===== src/rtl/loader_pkg.sv =====
// Shared constants and FSM state type for the ROM loader.
package loader_pkg;

    localparam int MAX_NCH = 4;
    localparam int ADDR_W  = 25;

    typedef enum logic [1:0] {
        ST_IDLE  = 2'd0,
        ST_LOAD  = 2'd1,
        ST_DRAIN = 2'd2,
        ST_DONE  = 2'd3
    } loaderState_e;

endpackage


===== src/rtl/loader_chan.sv =====
// One SDRAM write channel: holds a word request and toggles req to hand it off.
module loader_chan (
    input  logic        clk_i,
    input  logic        rstn_i,
    input  logic        load_i,
    input  logic [22:0] addr_i,
    input  logic [1:0]  ds_i,
    input  logic [7:0]  data_i,
    input  logic        ack_i,
    output logic        req_o,
    output logic [22:0] addr_o,
    output logic [1:0]  ds_o,
    output logic [15:0] data_o,
    output logic        pending_o
);

    logic        req_q, req_d;
    logic [22:0] addr_q, addr_d;
    logic [1:0]  ds_q, ds_d;
    logic [15:0] data_q, data_d;

    // Outputs only move on a fresh load, so they stay stable while pending.
    always_comb begin
        req_d  = req_q;
        addr_d = addr_q;
        ds_d   = ds_q;
        data_d = data_q;
        if (load_i) begin
            req_d  = ~req_q;
            addr_d = addr_i;
            ds_d   = ds_i;
            data_d = {data_i, data_i};
        end
    end

    always_ff @(posedge clk_i) begin
        if (!rstn_i) begin
            req_q  <= 1'b0;
            addr_q <= '0;
            ds_q   <= '0;
            data_q <= '0;
        end else begin
            req_q  <= req_d;
            addr_q <= addr_d;
            ds_q   <= ds_d;
            data_q <= data_d;
        end
    end

    assign req_o     = req_q;
    assign addr_o    = addr_q;
    assign ds_o      = ds_q;
    assign data_o    = data_q;
    assign pending_o = req_q ^ ack_i;

endmodule


===== src/rtl/rom_loader.sv =====
// Routes ioctl download bytes into per-region SDRAM channels and sequences core reset.
// Optional LOADER_CHECKSUM_EN adds a mod-256 checksum output of accepted bytes.
module rom_loader
    import loader_pkg::*;
#(
    parameter int                      NCH         = 2,
    parameter logic [NCH*ADDR_W-1:0]   REGION_BASE = {25'h0E000, 25'h00000},
    parameter logic [NCH*ADDR_W-1:0]   REGION_SIZE = {25'h08000, 25'h0E000},
    parameter int                      RESET_HOLD  = 16
) (
    input  logic                 clk_sys,
    input  logic                 RESETn,
    input  logic                 ioctl_download,
    input  logic                 ioctl_wr,
    input  logic [ADDR_W-1:0]    ioctl_addr,
    input  logic [7:0]           ioctl_dout,
    input  logic                 ext_reset,
    output logic [NCH-1:0]       port_req,
    input  logic [NCH-1:0]       port_ack,
    output logic [NCH*23-1:0]    port_a,
    output logic [NCH*2-1:0]     port_ds,
    output logic [NCH*16-1:0]    port_d,
    output logic [NCH-1:0]       port_we,
    output logic                 rom_loaded,
    output logic                 core_reset,
    output logic                 overrun,
    output logic                 busy
`ifdef LOADER_CHECKSUM_EN
    ,
    output logic [7:0]           checksum
`endif
);

    localparam int HOLD_W  = $clog2(RESET_HOLD + 2);
    localparam int CHSEL_W = $clog2(MAX_NCH);

    loaderState_e        state_q, state_d;
    logic                wrPrev_q, dlPrev_q;
    logic                overrun_q, overrun_d;
    logic                loaded_q, loaded_d;
    logic [HOLD_W-1:0]   hold_q, hold_d;

    logic                byteStrobe, dlRise, stLoad, startLoad;
    logic                hit, collide, loadAny;
    logic [CHSEL_W-1:0]  chanSel;
    logic [23:0]         localAddr;
    logic [ADDR_W-1:0]   base, size;
    logic [NCH-1:0]      selOneHot, chanLoad, pending;

    assign byteStrobe = ioctl_download & ioctl_wr & ~wrPrev_q;
    assign dlRise     = ioctl_download & ~dlPrev_q;
    assign stLoad     = (state_q == ST_LOAD);
    assign startLoad  = dlRise & ((state_q == ST_IDLE) | (state_q == ST_DONE));

    // Walk channels from highest to lowest so the lowest matching index wins.
    always_comb begin
        hit       = 1'b0;
        chanSel   = '0;
        localAddr = '0;
        base      = '0;
        size      = '0;
        for (int c = NCH - 1; c >= 0; c--) begin
            base = REGION_BASE[c*ADDR_W +: ADDR_W];
            size = REGION_SIZE[c*ADDR_W +: ADDR_W];
            if (({1'b0, ioctl_addr} >= {1'b0, base}) &&
                ({1'b0, ioctl_addr} <  ({1'b0, base} + {1'b0, size}))) begin
                hit       = 1'b1;
                chanSel   = CHSEL_W'(c);
                localAddr = 24'(ioctl_addr - base);
            end
        end
    end

    always_comb begin
        selOneHot = '0;
        chanLoad  = '0;
        for (int c = 0; c < NCH; c++) begin
            selOneHot[c] = stLoad & byteStrobe & hit & (chanSel == CHSEL_W'(c));
            chanLoad[c]  = selOneHot[c] & ~pending[c];
        end
    end

    assign collide = |(selOneHot & pending);
    assign loadAny = |chanLoad;

    for (genvar g = 0; g < NCH; g++) begin : gChan
        loader_chan u_chan (
            .clk_i     (clk_sys),
            .rstn_i    (RESETn),
            .load_i    (chanLoad[g]),
            .addr_i    (localAddr[23:1]),
            .ds_i      ({localAddr[0], ~localAddr[0]}),
            .data_i    (ioctl_dout),
            .ack_i     (port_ack[g]),
            .req_o     (port_req[g]),
            .addr_o    (port_a[g*23 +: 23]),
            .ds_o      (port_ds[g*2 +: 2]),
            .data_o    (port_d[g*16 +: 16]),
            .pending_o (pending[g])
        );
    end

    always_comb begin
        state_d   = state_q;
        overrun_d = overrun_q;
        loaded_d  = loaded_q;
        hold_d    = hold_q;
        if ((state_q == ST_DONE) && (hold_q != '0)) begin
            hold_d = hold_q - 1'b1;
        end
        case (state_q)
            ST_IDLE, ST_DONE: begin
                if (dlRise) begin
                    state_d   = ST_LOAD;
                    overrun_d = 1'b0;
                end
            end
            ST_LOAD: begin
                if (collide) begin
                    overrun_d = 1'b1;
                end
                if (!ioctl_download) begin
                    state_d = ST_DRAIN;
                end
            end
            ST_DRAIN: begin
                if (pending == '0) begin
                    state_d  = ST_DONE;
                    loaded_d = 1'b1;
                    hold_d   = HOLD_W'(RESET_HOLD);
                end
            end
            default: state_d = ST_IDLE;
        endcase
    end

    // dlPrev_q resets high so a download already underway at reset release is not taken as a start.
    always_ff @(posedge clk_sys) begin
        if (!RESETn) begin
            state_q   <= ST_IDLE;
            wrPrev_q  <= 1'b0;
            dlPrev_q  <= 1'b1;
            overrun_q <= 1'b0;
            loaded_q  <= 1'b0;
            hold_q    <= '0;
        end else begin
            state_q   <= state_d;
            wrPrev_q  <= ioctl_wr;
            dlPrev_q  <= ioctl_download;
            overrun_q <= overrun_d;
            loaded_q  <= loaded_d;
            hold_q    <= hold_d;
        end
    end

`ifdef LOADER_CHECKSUM_EN
    logic [7:0] sum_q, sum_d;

    always_comb begin
        sum_d = sum_q;
        if (startLoad) begin
            sum_d = 8'h00;
        end else if (loadAny) begin
            sum_d = sum_q + ioctl_dout;
        end
    end

    always_ff @(posedge clk_sys) begin
        if (!RESETn) begin
            sum_q <= 8'h00;
        end else begin
            sum_q <= sum_d;
        end
    end

    assign checksum = sum_q;
`else
    logic unusedStart;
    assign unusedStart = startLoad | loadAny;
`endif

    assign busy       = (state_q == ST_LOAD) || (state_q == ST_DRAIN);
    assign port_we    = {NCH{busy}};
    assign rom_loaded = loaded_q;
    assign overrun    = overrun_q;
    assign core_reset = ext_reset | (state_q != ST_DONE) | (hold_q != '0);

endmodule

===== config.mk =====
export PLATFORM = sky130hd
export DESIGN_NAME = rom_loader
export DESIGN_NICKNAME = d
export VERILOG_FILES = /design/src/rtl/loader_pkg.sv /design/src/rtl/loader_chan.sv /design/src/rtl/rom_loader.sv
export SDC_FILE = /design/constraint.sdc
export NUM_CORES = 1
export LEC_CHECK = 0
export CORE_ASPECT_RATIO = 1.2
export CORE_MARGIN = 10
export CORE_UTILIZATION = 41
export CTS_BUF_LIST = sky130_fd_sc_hd__clkbuf_4 sky130_fd_sc_hd__clkbuf_8
export CTS_CLUSTER_DIAMETER = 100
export DETAILED_ROUTE_END_ITERATION = 8
export PLACE_DENSITY = 0.78
export SLEW_MARGIN = 20
export SYNTH_ARGS = -nofsm -noshare
export SYNTH_HDL_FRONTEND = slang
export SYNTH_SLANG_ARGS = --single-unit

===== constraint.sdc =====
create_clock -name clk_sys -period 1.9 [get_ports clk_sys]
set_input_delay 0.38 -clock clk_sys [delete_from_list [all_inputs] [get_ports clk_sys]]
set_output_delay 0.38 -clock clk_sys [all_outputs]
set_load 0.05 [all_outputs]

==> results of run 1 <==
## cells by family after synthesis
| logic type | after synthesis |
|---|---|
| AND/OR/NAND/NOR | 143 |
| flip-flops | 79 |
| buffers and inverters | 50 |
| multiplexers | 49 |
| AO/OA/AOI/OAI | 31 |
| XOR/XNOR | 6 |
| adder cells (fa/ha/maj) | 6 |
## routing by layer
| metal | vias to the layer above | part of all wire [%] | global-route usage, % |
|---|---|---|---|
| met1 | 1477 | 41 | 17.3 |
| met3 | 10 | 6.7 | 4.65 |
| met2 | 97 | 51 | 26.4 |
| met5 | - | 0 | 0 |
| met4 | 0 | 1.4 | 5.49 |
| li1 | 1521 | - | - |
## repair_timing
item / CTS / global route
gates cloned: 0 / 3
gates resized for setup: 55 / 37
pin swaps: 7 / 7
setup endpoints to repair: 99 / 42
endpoints found under the hold margin: 0 / 0
setup buffers: 2 / 7
## worst reg2reg max path, stage by stage (launching register included)
cell and delay [ns]:
dfxtp_2 0.34, buf_4 0.15, inv_4 0.06, ha_4 0.14, nand2_2 0.08, buf_6 0.14
nor4_4 0.33, buf_4 0.20, a21oi_1 0.07, a311oi_1 0.26
## worst paths after layout
path	endpoint	slack, ns	start	cells past startpoint
worst max-delay path	core_reset	-0.23	hold_q[0]$_SDFF_PN0_	6
worst min-delay path	gChan[0].u_chan.addr_o[14]$_SDFFE_PN0P_	0.41	RESETn	3
worst max register to register	gChan[1].u_chan.req_o$_SDFFE_PN0P_	0.03	state_q[1]$_SDFFE_PN0P_	9
worst min register to register	rom_loaded$_SDFFE_PN0P_	0.45	rom_loaded$_SDFFE_PN0P_	2
## per-stage QoR
stage | worst slack [ns] | cell area (µm²)
2_1_floorplan | -0.0456 | 3430
3_3_place_gp | -0.482 | 4770
3_5_place_dp | -0.522 | 4770
4_1_cts | -0.256 | 5030
5_1_grt | -0.296 | 5250
6_report | -0.232 | 5250
## layout make-up
class,instances,area [µm²],area share (%)
Sequential cell,79,1590,30.2
Multi-Input combinational cell,235,1670,31.8
Clock inverter,5,86.3,1.64
Timing Repair Buffer,170,1580,30.1
Clock buffer,11,145,2.76
Tap cell,114,143,2.71
Inverter,9,38.8,0.738
## flip-flops by register name (all words and copies together), names as in the netlist
| register | count |
|---|---|
| overrun | 1 |
| gChan.u_chan.addr_o | 46 |
| gChan.u_chan.req_o | 2 |
| gChan.u_chan.ds_o | 4 |
| state_q | 2 |
| gChan.u_chan.data_o | 16 |
| rom_loaded | 1 |
| hold_q | 5 |
| dlPrev_q | 1 |
| wrPrev_q | 1 |
## Yosys cell counts (all sizes together) (5+ instances only)
| master | instances | area [µm²] |
|---|---|---|
| clkbuf | 14 | 52.6 |
| nand2b | 6 | 37.5 |
| nor2 | 5 | 18.8 |
| mux2i | 49 | 490 |
| dfxtp | 79 | 1580 |
| nand2 | 77 | 289 |
| a21oi | 9 | 45.0 |
| inv | 9 | 33.8 |
| buf | 27 | 203 |
| nand3 | 18 | 90.1 |
| a31o | 6 | 52.6 |
| and3 | 13 | 81.3 |
| ha | 6 | 75.1 |
## power by group through the flow
stage	Clock, µW	Sequential [µW]	Combinational, µW
2_1_floorplan	0	1750	507
3_3_place_gp	0	1740	915
3_5_place_dp	0	1740	929
4_1_cts	1460	1710	960
5_1_grt	1530	1730	1120
6_report	1430	1720	1060
==> impl_metrics.tcl, run 1 <==
set metrics [dict create \
    cts.hold.buffers_added 0 \
    p_switching_uw 1210 \
    status "complete, but fails checks" \
    drt_iter0_markers 156 \
    combPwrFrac_pct 25.1 \
    start_util_pct 42.0 \
    worstHoldPathType "in2reg" \
    die_y_um 120 \
    ys_types 42 \
    setup_tns_ns -0.232 \
    clockPowerShare_pct 34.0 \
    worst-path-buf-inv 2 \
    synthXorXnorAreaFrac_pct 1.54 \
    fin_crit_ns 2.13 \
    synthArstFlopShare_pct 0 \
    grt_pass1_vias 3117 \
    synth.mux.area_fraction_pct 14.3 \
    drt_first_pass_iters 4 \
    clk_latency_ns 0.35 \
    synth_warnings 0 \
    grt_first_pass_wirelength_um 15400 \
    clkTransAtPathRegs_ns 0.08 \
    row_count 36 \
    io_pins 130 \
    crit_required_ns 1.52 \
    htreeDepth 3 \
    synth_edf_count 0 \
    critPathSlowestCell "dfxtp_2" \
    slowest_delay_ns 0.33 \
    drv_slew 0 \
    syn_to_final_growth_pct 53.5 \
    worst_pin_slew_ns 0.550 \
    power.internal_uw 2990 \
    ant_nets 0 \
    hold_viol_final 0 \
    clockRootBuffer "clkbuf_8" \
    dp.cells 595 \
    crit_top_cell "or3_4" \
    setup_viol 1 \
    maxCapViolations 0 \
    synthCells 364 \
    cp_max_fo 3 \
    fp.coreArea_mm2 0.00815 \
    synth_nets 410 \
    finalCritPeriodShare_pct 112 \
    antenna_found_initial 0 \
    synth_ff_type "dfxtp_1" \
    clk_path_buf_depth 2 \
    final_cell_mix "82 x buf_4, 75 x nand2_1, 75 x dfxtp_1" \
    holdWs_ns 0.414 \
    numClockSinks 79 \
    synth_top_family_by_area "simple AND/OR/NAND/NOR gates" \
    gr-total-overflow 0 \
    nFillCells 674 \
    cp-start-kind "register" \
    worstSetupPathType "reg2out" \
    yosys_register_bits 79 \
    drive_above_1_share_pct 27.5 \
    grt.total_usage_pct 15.4 \
    slew_headroom_pct 63.5 \
    synth-simple-area-share_pct 20.8 \
    die_x_um 103 \
    synth_area_mm2 0.00342 \
    synth-compound-area-share_pct 6.54 \
    portBuffers 129 \
    fin_cells 623 \
    wirelength_um 10200 \
    via_per_inst 4.98 \
    finClkSkew_ns 0.0133 \
    grt_start_max_net_pins 94 \
    cts_tree "done" \
    cts-buffers-inserted 9 \
    antenna_cells 0 \
    p_seq_share_pct 40.9 \
    synth-adder-area-share_pct 2.19 \
    setup_ws_ns -0.232 \
    num_vias 3105 \
    p_leak_uw 0.00261 \
    crit_family "simple AND/OR/NAND/NOR gates" \
    powerDensity_mw_per_mm2 801 \
    routabilityCongestion 0.787 \
    path_cells "inv_2, ha_4, nand2_2, or3_4, or3_4, buf_6" \
    switching_share_pct 28.8 \
    wl_per_cell_um 16.4 \
    rsz0062_at_grt "yes" \
    fmax_mhz 469 \
    die_area_mm2 0.0124 \
    syn_area_per_cell_um2 9.40 \
    finalNetCount 550 \
    violations "setup timing" \
    seq_area_frac_synth_pct 46.2 \
    cp_data_arrival_time_ns 1.75 \
    end_kind "output port" \
    drc_errors 0 \
    finalCoreUtilization_pct 64.4 \
    layout_commonest_cell "buf_4" \
    total_power_uw 4210 \
    hpwlAfterDp_um 7440 \
    ir_worst_vdd_uv 459 \
]
Power figures use the tool's default switching activity.
==> run 2: changes to the inputs <==
Settings changed: RECOVER_POWER set to 25.
==> run 2 against run 1 <==
Compared with the run above:
- the flow still finishes with violations (setup timing)
- hold slack worse by 0.0047 ns
- count of clock-buffer cells in the layout stayed put
- register-to-register slack hardly changed
- fmax grew 0.23%
- worst setup slack improved by 0.0048 ns
- routed wire length down 0.32%
- total power fell by 0.37%
- flip-flop and latch count did not move
- sequential share of layout area is 0.90 points higher
- global-route usage unchanged
- critical path depth did not move
==> impl_metrics.tcl, run 2 (synthesized netlist as in run 1, its figures left out) <==
set metrics [dict create \
    drv_slew 0 \
    portBuffers 129 \
    clkTransAtPathRegs_ns 0.07 \
    switching_share_pct 28.7 \
    setup_viol 1 \
    cts-buffers-inserted 9 \
    worstSetupPathType "reg2out" \
    finClkSkew_ns 0.0141 \
    maxCapViolations 0 \
    gr-total-overflow 0 \
    clk_path_buf_depth 2 \
    clk_latency_ns 0.35 \
    syn_to_final_growth_pct 49.0 \
    cts.hold.buffers_added 0 \
    cp_data_arrival_time_ns 1.75 \
    finalNetCount 550 \
    finalCritPeriodShare_pct 112 \
    slowest_delay_ns 0.33 \
    antenna_cells 0 \
    combPwrFrac_pct 25.0 \
    routabilityCongestion 0.787 \
    drive_above_1_share_pct 20.2 \
    grt_start_max_net_pins 94 \
    hpwlAfterDp_um 7440 \
    io_pins 130 \
    numClockSinks 79 \
    ir_worst_vdd_uv 459 \
    p_seq_share_pct 41.1 \
    drc_errors 0 \
    row_count 36 \
    die_y_um 120 \
    path_cells "inv_2, ha_4, nand2_2, or3_4, or3_4, buf_6" \
    final_cell_mix "75 x nand2_1, 75 x dfxtp_1, 49 x mux2i_1" \
    fmax_mhz 470 \
    num_vias 3106 \
    grt.total_usage_pct 15.4 \
    violations "setup timing" \
    htreeDepth 3 \
    start_util_pct 42.0 \
    critPathSlowestCell "dfxtp_2" \
    slew_headroom_pct 42.4 \
    p_leak_uw 0.00245 \
    clockRootBuffer "clkbuf_8" \
    wirelength_um 10200 \
    die_area_mm2 0.0124 \
    grt_pass1_vias 3117 \
    status "complete, but fails checks" \
    end_kind "output port" \
    worst_pin_slew_ns 0.864 \
    drt_iter0_markers 125 \
    pre_cts_ws_ns -0.522 \
    antenna_found_initial 0 \
    crit_required_ns 1.52 \
    wl_per_cell_um 16.3 \
    holdWs_ns 0.409 \
    rsz0062_at_grt "yes" \
    fp.coreArea_mm2 0.00815 \
    cp_max_fo 3 \
    die_x_um 103 \
    via_per_inst 4.99 \
    fin_crit_ns 2.13 \
    p_switching_uw 1200 \
    ant_nets 0 \
    total_power_uw 4190 \
    setup_ws_ns -0.228 \
    grt_first_pass_wirelength_um 15400 \
    power.internal_uw 2990 \
    cts_tree "done" \
    setup_tns_ns -0.228 \
    powerDensity_mw_per_mm2 821 \
    worstHoldPathType "in2reg" \
    crit_top_cell "or3_4" \
    clockPowerShare_pct 33.9 \
    cp-start-kind "register" \
    largest_reg_flops 46 \
    drt_first_pass_iters 4 \
    hold_viol_final 0 \
]
==> run 2: changes by cell type in the layout (fill, tap and decap cells not counted), sizes merged <==
cell           delta
buf              -38
clkbuf           +38
dlygate4sd3       +1
clkdlybuf4s50     -1
==> run 2: cell type report <==
cell class / count / area [µm²]
Multi-Input combinational cell: 235 / 1670
Tap cell: 114 / 143
Fill cell: 708 / 3050
Sequential cell: 79 / 1590
Clock inverter: 5 / 86.3
Inverter: 9 / 38.8
Clock buffer: 11 / 145
Timing Repair Buffer: 170 / 1430
==> run 2: routing by layer <==
| metal | vias up | global-route usage [%] | routed length, µm | share of wire (%) |
|---|---|---|---|---|
| met5 | - | 0 | 0 | 0 |
| met4 | 0 | 5.49 | 98 | 0.96 |
| met3 | 4 | 4.65 | 708 | 7.0 |
| met2 | 88 | 26.4 | 5240 | 52 |
| met1 | 1489 | 17.3 | 4110 | 40 |
| li1 | 1525 | - | - | - |
==> run 2: timing repair <==
action | in CTS | in global routing
pin swaps | 7 | 7
gates resized for setup | 55 | 37
setup endpoints to repair | 99 | 42
hold endpoints to repair | 0 | 0
buffers inserted | 2 | 7
cloned | 0 | 3
==> run 2: worst paths after layout <==
path | start | end | slack, ns | cells past startpoint
worst max register to register | state_q[1]$_SDFFE_PN0P_ | gChan[1].u_chan.req_o$_SDFFE_PN0P_ | 0.03 | 9
worst min-delay path | RESETn | gChan[0].u_chan.data_o[9]$_SDFFE_PN0P_ | 0.41 | 3
worst max-delay path | hold_q[0]$_SDFF_PN0_ | core_reset | -0.23 | 6
worst min register to register | rom_loaded$_SDFFE_PN0P_ | rom_loaded$_SDFFE_PN0P_ | 0.45 | 2
==> run 2: worst max-delay path, delay by kind of cell, from the launching register on <==
kind	cells	cell delay, ns
AND/OR/NAND/NOR	3	0.71
flip-flops	1	0.33
buffers and inverters	2	0.24
adder cells (fa/ha/maj)	1	0.14
==> run 2: power groups by stage <==
stage / Combinational (µW) / Clock (µW) / Sequential (µW)
after floorplan: 507 / 0 / 1750
after global placement: 915 / 0 / 1740
after detailed placement: 929 / 0 / 1740
after CTS: 960 / 1460 / 1710
after global routing: 1120 / 1530 / 1730
final: 1050 / 1420 / 1720
==> run 2: stage by stage <==
stage | util [%] | cell area [µm²] | cells
6_report | 62.6 | 5100 | 623
3_5_place_dp | 58.5 | 4770 | 595
5_1_grt | 62.6 | 5100 | 623
4_1_cts | 61.7 | 5030 | 613
3_3_place_gp | 58.5 | 4770 | 595
2_1_floorplan | - | 3430 | 364
==> run 3: changes to the inputs <==
Settings changed: ABC_AREA set to 1, PLACE_DENSITY 0.78 to 0.79.
==> run 3 against run 2 <==
Compared with the run above:
- the flow still finishes with violations (setup timing)
- first-iteration DRC count rose by 1.6%
- synthesized cell count rose by 15%
- total power fell by 9.1%
- sequential power barely moved
- hold slack improved by 0.044 ns
- clock power barely moved
- die area fell by 2.8%
- clock skew fell by 0.0017 ns
- global-route usage rose by 0.37 points
- sequential share of layout area rose by 2.0 points
- critical endpoint unchanged
==> impl_metrics.tcl, run 3 <==
set metrics [dict create \
    grt_pass1_vias 3127 \
    synth_area_mm2 0.00330 \
    synth_area_leader_cell "dfxtp_1" \
    clk_latency_ns 0.34 \
    hold_viol_final 0 \
    clkTransAtPathRegs_ns 0.08 \
    yosysMostFrequentCell "nor2_1" \
    pre_cts_ws_ns -0.288 \
    synthArstFlopShare_pct 0 \
    grt_start_max_net_pins 32 \
    yosys_register_bits 79 \
    ant_nets 0 \
    routabilityCongestion 0.842 \
    ys_top_cells_by_area "dfxtp_1 48%, nor2_1 10%, o21ai_0 6.1%" \
    critPathSlowestCell "dfxtp_2" \
    slew_headroom_pct 37.2 \
    status "complete, but fails checks" \
    hpwlAfterDp_um 7480 \
    violations "setup timing" \
    cp-start-kind "register" \
    path_depth 7 \
    via_per_inst 4.84 \
    power.internal_uw 2800 \
    cts_tree "done" \
    gr-total-overflow 0 \
    synth-compound-area-share_pct 14.0 \
    syn_area_per_cell_um2 7.87 \
    drive_above_1_share_pct 16.3 \
    fin_crit_ns 2.03 \
    crit_required_ns 1.52 \
    drv_slew 0 \
    antenna_found_initial 0 \
    clk_path_buf_depth 2 \
    synth-adder-area-share_pct 2.27 \
    drt_first_pass_iters 4 \
    crit_top_cell "inv_2" \
    worstRegToRegCells 11 \
    synth-simple-area-share_pct 20.6 \
    fmax_mhz 492 \
    powerDensity_mw_per_mm2 798 \
    synth_top_family_by_area "simple AND/OR/NAND/NOR gates" \
    ir_worst_vdd_uv 528 \
    fp.coreArea_mm2 0.00775 \
    portBuffers 129 \
    seq_area_frac_synth_pct 47.9 \
    num_vias 3110 \
    synth_top_area_share_pct 47.9 \
    cts-buffers-inserted 9 \
    ys_types 31 \
    finalNetCount 592 \
    design_area_mm2 0.00478 \
    worstHoldPathType "reg2reg" \
    io_pins 130 \
    cp_max_fo 3 \
    wl_per_cell_um 15.5 \
    die_y_um 118 \
    p_leak_uw 0.00260 \
    holdWs_ns 0.453 \
    synthCells 420 \
    min_path_cells 2 \
    synth_nets 466 \
    row_count 35 \
    final_cell_mix "90 x nor2_1, 77 x dfxtp_1, 43 x inv_1" \
    setup_viol 1 \
    dpl_cell_area_mm2 0.00457 \
    switching_share_pct 26.5 \
    synth_common_cells "91 x nor2_1, 79 x dfxtp_1, 49 x inv_1" \
    rsz0062_at_grt "yes" \
    synth_ff_type "dfxtp_1" \
    crit_family "simple AND/OR/NAND/NOR gates" \
    numClockSinks 79 \
    synth_warnings 0 \
    die_x_um 102 \
    grt_first_pass_wirelength_um 15400 \
    synthXorXnorAreaFrac_pct 1.33 \
    clockPowerShare_pct 37.0 \
    combPwrFrac_pct 18.4 \
    p_seq_share_pct 44.6 \
    wirelength_um 9980 \
    cp_data_arrival_time_ns 1.65 \
    worst_pin_slew_ns 0.942 \
    setup_ws_ns -0.133 \
    finClkSkew_ns 0.0124 \
    synth.mux.area_fraction_pct 0 \
    largest_reg_flops 46 \
    worst-path-buf-inv 3 \
    htreeDepth 3 \
    layout_commonest_cell "nor2_1" \
    path_cells "inv_2, ha_1, inv_2, nor3_4, nand2_1, or3_1, buf_6" \
    start_util_pct 42.6 \
    setup_tns_ns -0.133 \
    slowest_delay_ns 0.33 \
    die_area_mm2 0.0121 \
    total_power_uw 3810 \
    antenna_cells 0 \
    clockRootBuffer "clkbuf_8" \
    synth_edf_count 0 \
    end_kind "output port" \
    grt.total_usage_pct 15.7 \
    drc_errors 0 \
    worstSetupPathType "reg2out" \
    syn_to_final_growth_pct 44.6 \
    finalCritPeriodShare_pct 107 \
    drt_iter0_markers 127 \
    maxCapViolations 0 \
    p_switching_uw 1010 \
]
run 3: tightest hold or removal path: stages (launching register included):
cell,delay [ns]
dfxtp_1,0.31
nand3_1,0.07
inv_1,0.03
run 3: final timing paths:
kind                                           start                                 endpoint  slack [ns]
max                             hold_q[0]$_SDFF_PN0_                               core_reset       -0.13
min          gChan[0].u_chan.addr_o[21]$_SDFFE_PN0P_  gChan[0].u_chan.addr_o[21]$_SDFFE_PN0P_        0.45
max reg2reg                  state_q[1]$_SDFFE_PN0P_  gChan[1].u_chan.data_o[11]$_SDFFE_PN0P_        0.14
min reg2reg  gChan[0].u_chan.addr_o[21]$_SDFFE_PN0P_  gChan[0].u_chan.addr_o[21]$_SDFFE_PN0P_        0.45
run 3: final cells by class:
cell class,instances,area (µm²)
clock buffers,11,151
fillers,727,2970
clock inverters,5,80.1
inverters,51,193
repair buffers,153,1350
multi-input cells,252,1310
well taps,92,115
flip-flops and latches,79,1580
run 3: metrics by stage:
| step | utilization (%) | instances |
|---|---|---|
| floorplan | - | 420 |
| global placement | 59.0 | 625 |
| detailed placement | 59.0 | 625 |
| CTS | 61.8 | 641 |
| global route | 61.6 | 643 |
| finish | 61.6 | 643 |
run 3: logic make-up after synthesis:
group	after synthesis
AND/OR/NAND/NOR	157
buffers and inverters	89
AO/OA/AOI/OAI	84
flip-flops	79
adder cells (fa/ha/maj)	6
XOR/XNOR	5
run 3: metal layers:
metal	global-route usage, %	vias up	wire [µm]
met1	17.1	1456	3960
met3	6.70	7	897
li1	-	1548	-
met5	0	-	0
met4	4.77	0	104
met2	26.8	99	5020
run 3: timing repair:
action                                 CTS  global route
setup endpoints to repair               27            57
endpoints found under the hold margin    0             0
pin swaps                                0             9
buffers inserted                         0             1
hold buffers                             0             0
cloned                                   0             1
resized for setup                       27            41
run 3: power by group through the flow:
stage               clock network [µW]  logic (µW)  registers (µW)
floorplan                            0         365            1740
global placement                     0         666            1730
detailed placement                   0         686            1730
CTS                               1430         696            1690
global route                      1500         743            1700
finish                            1410         701            1700
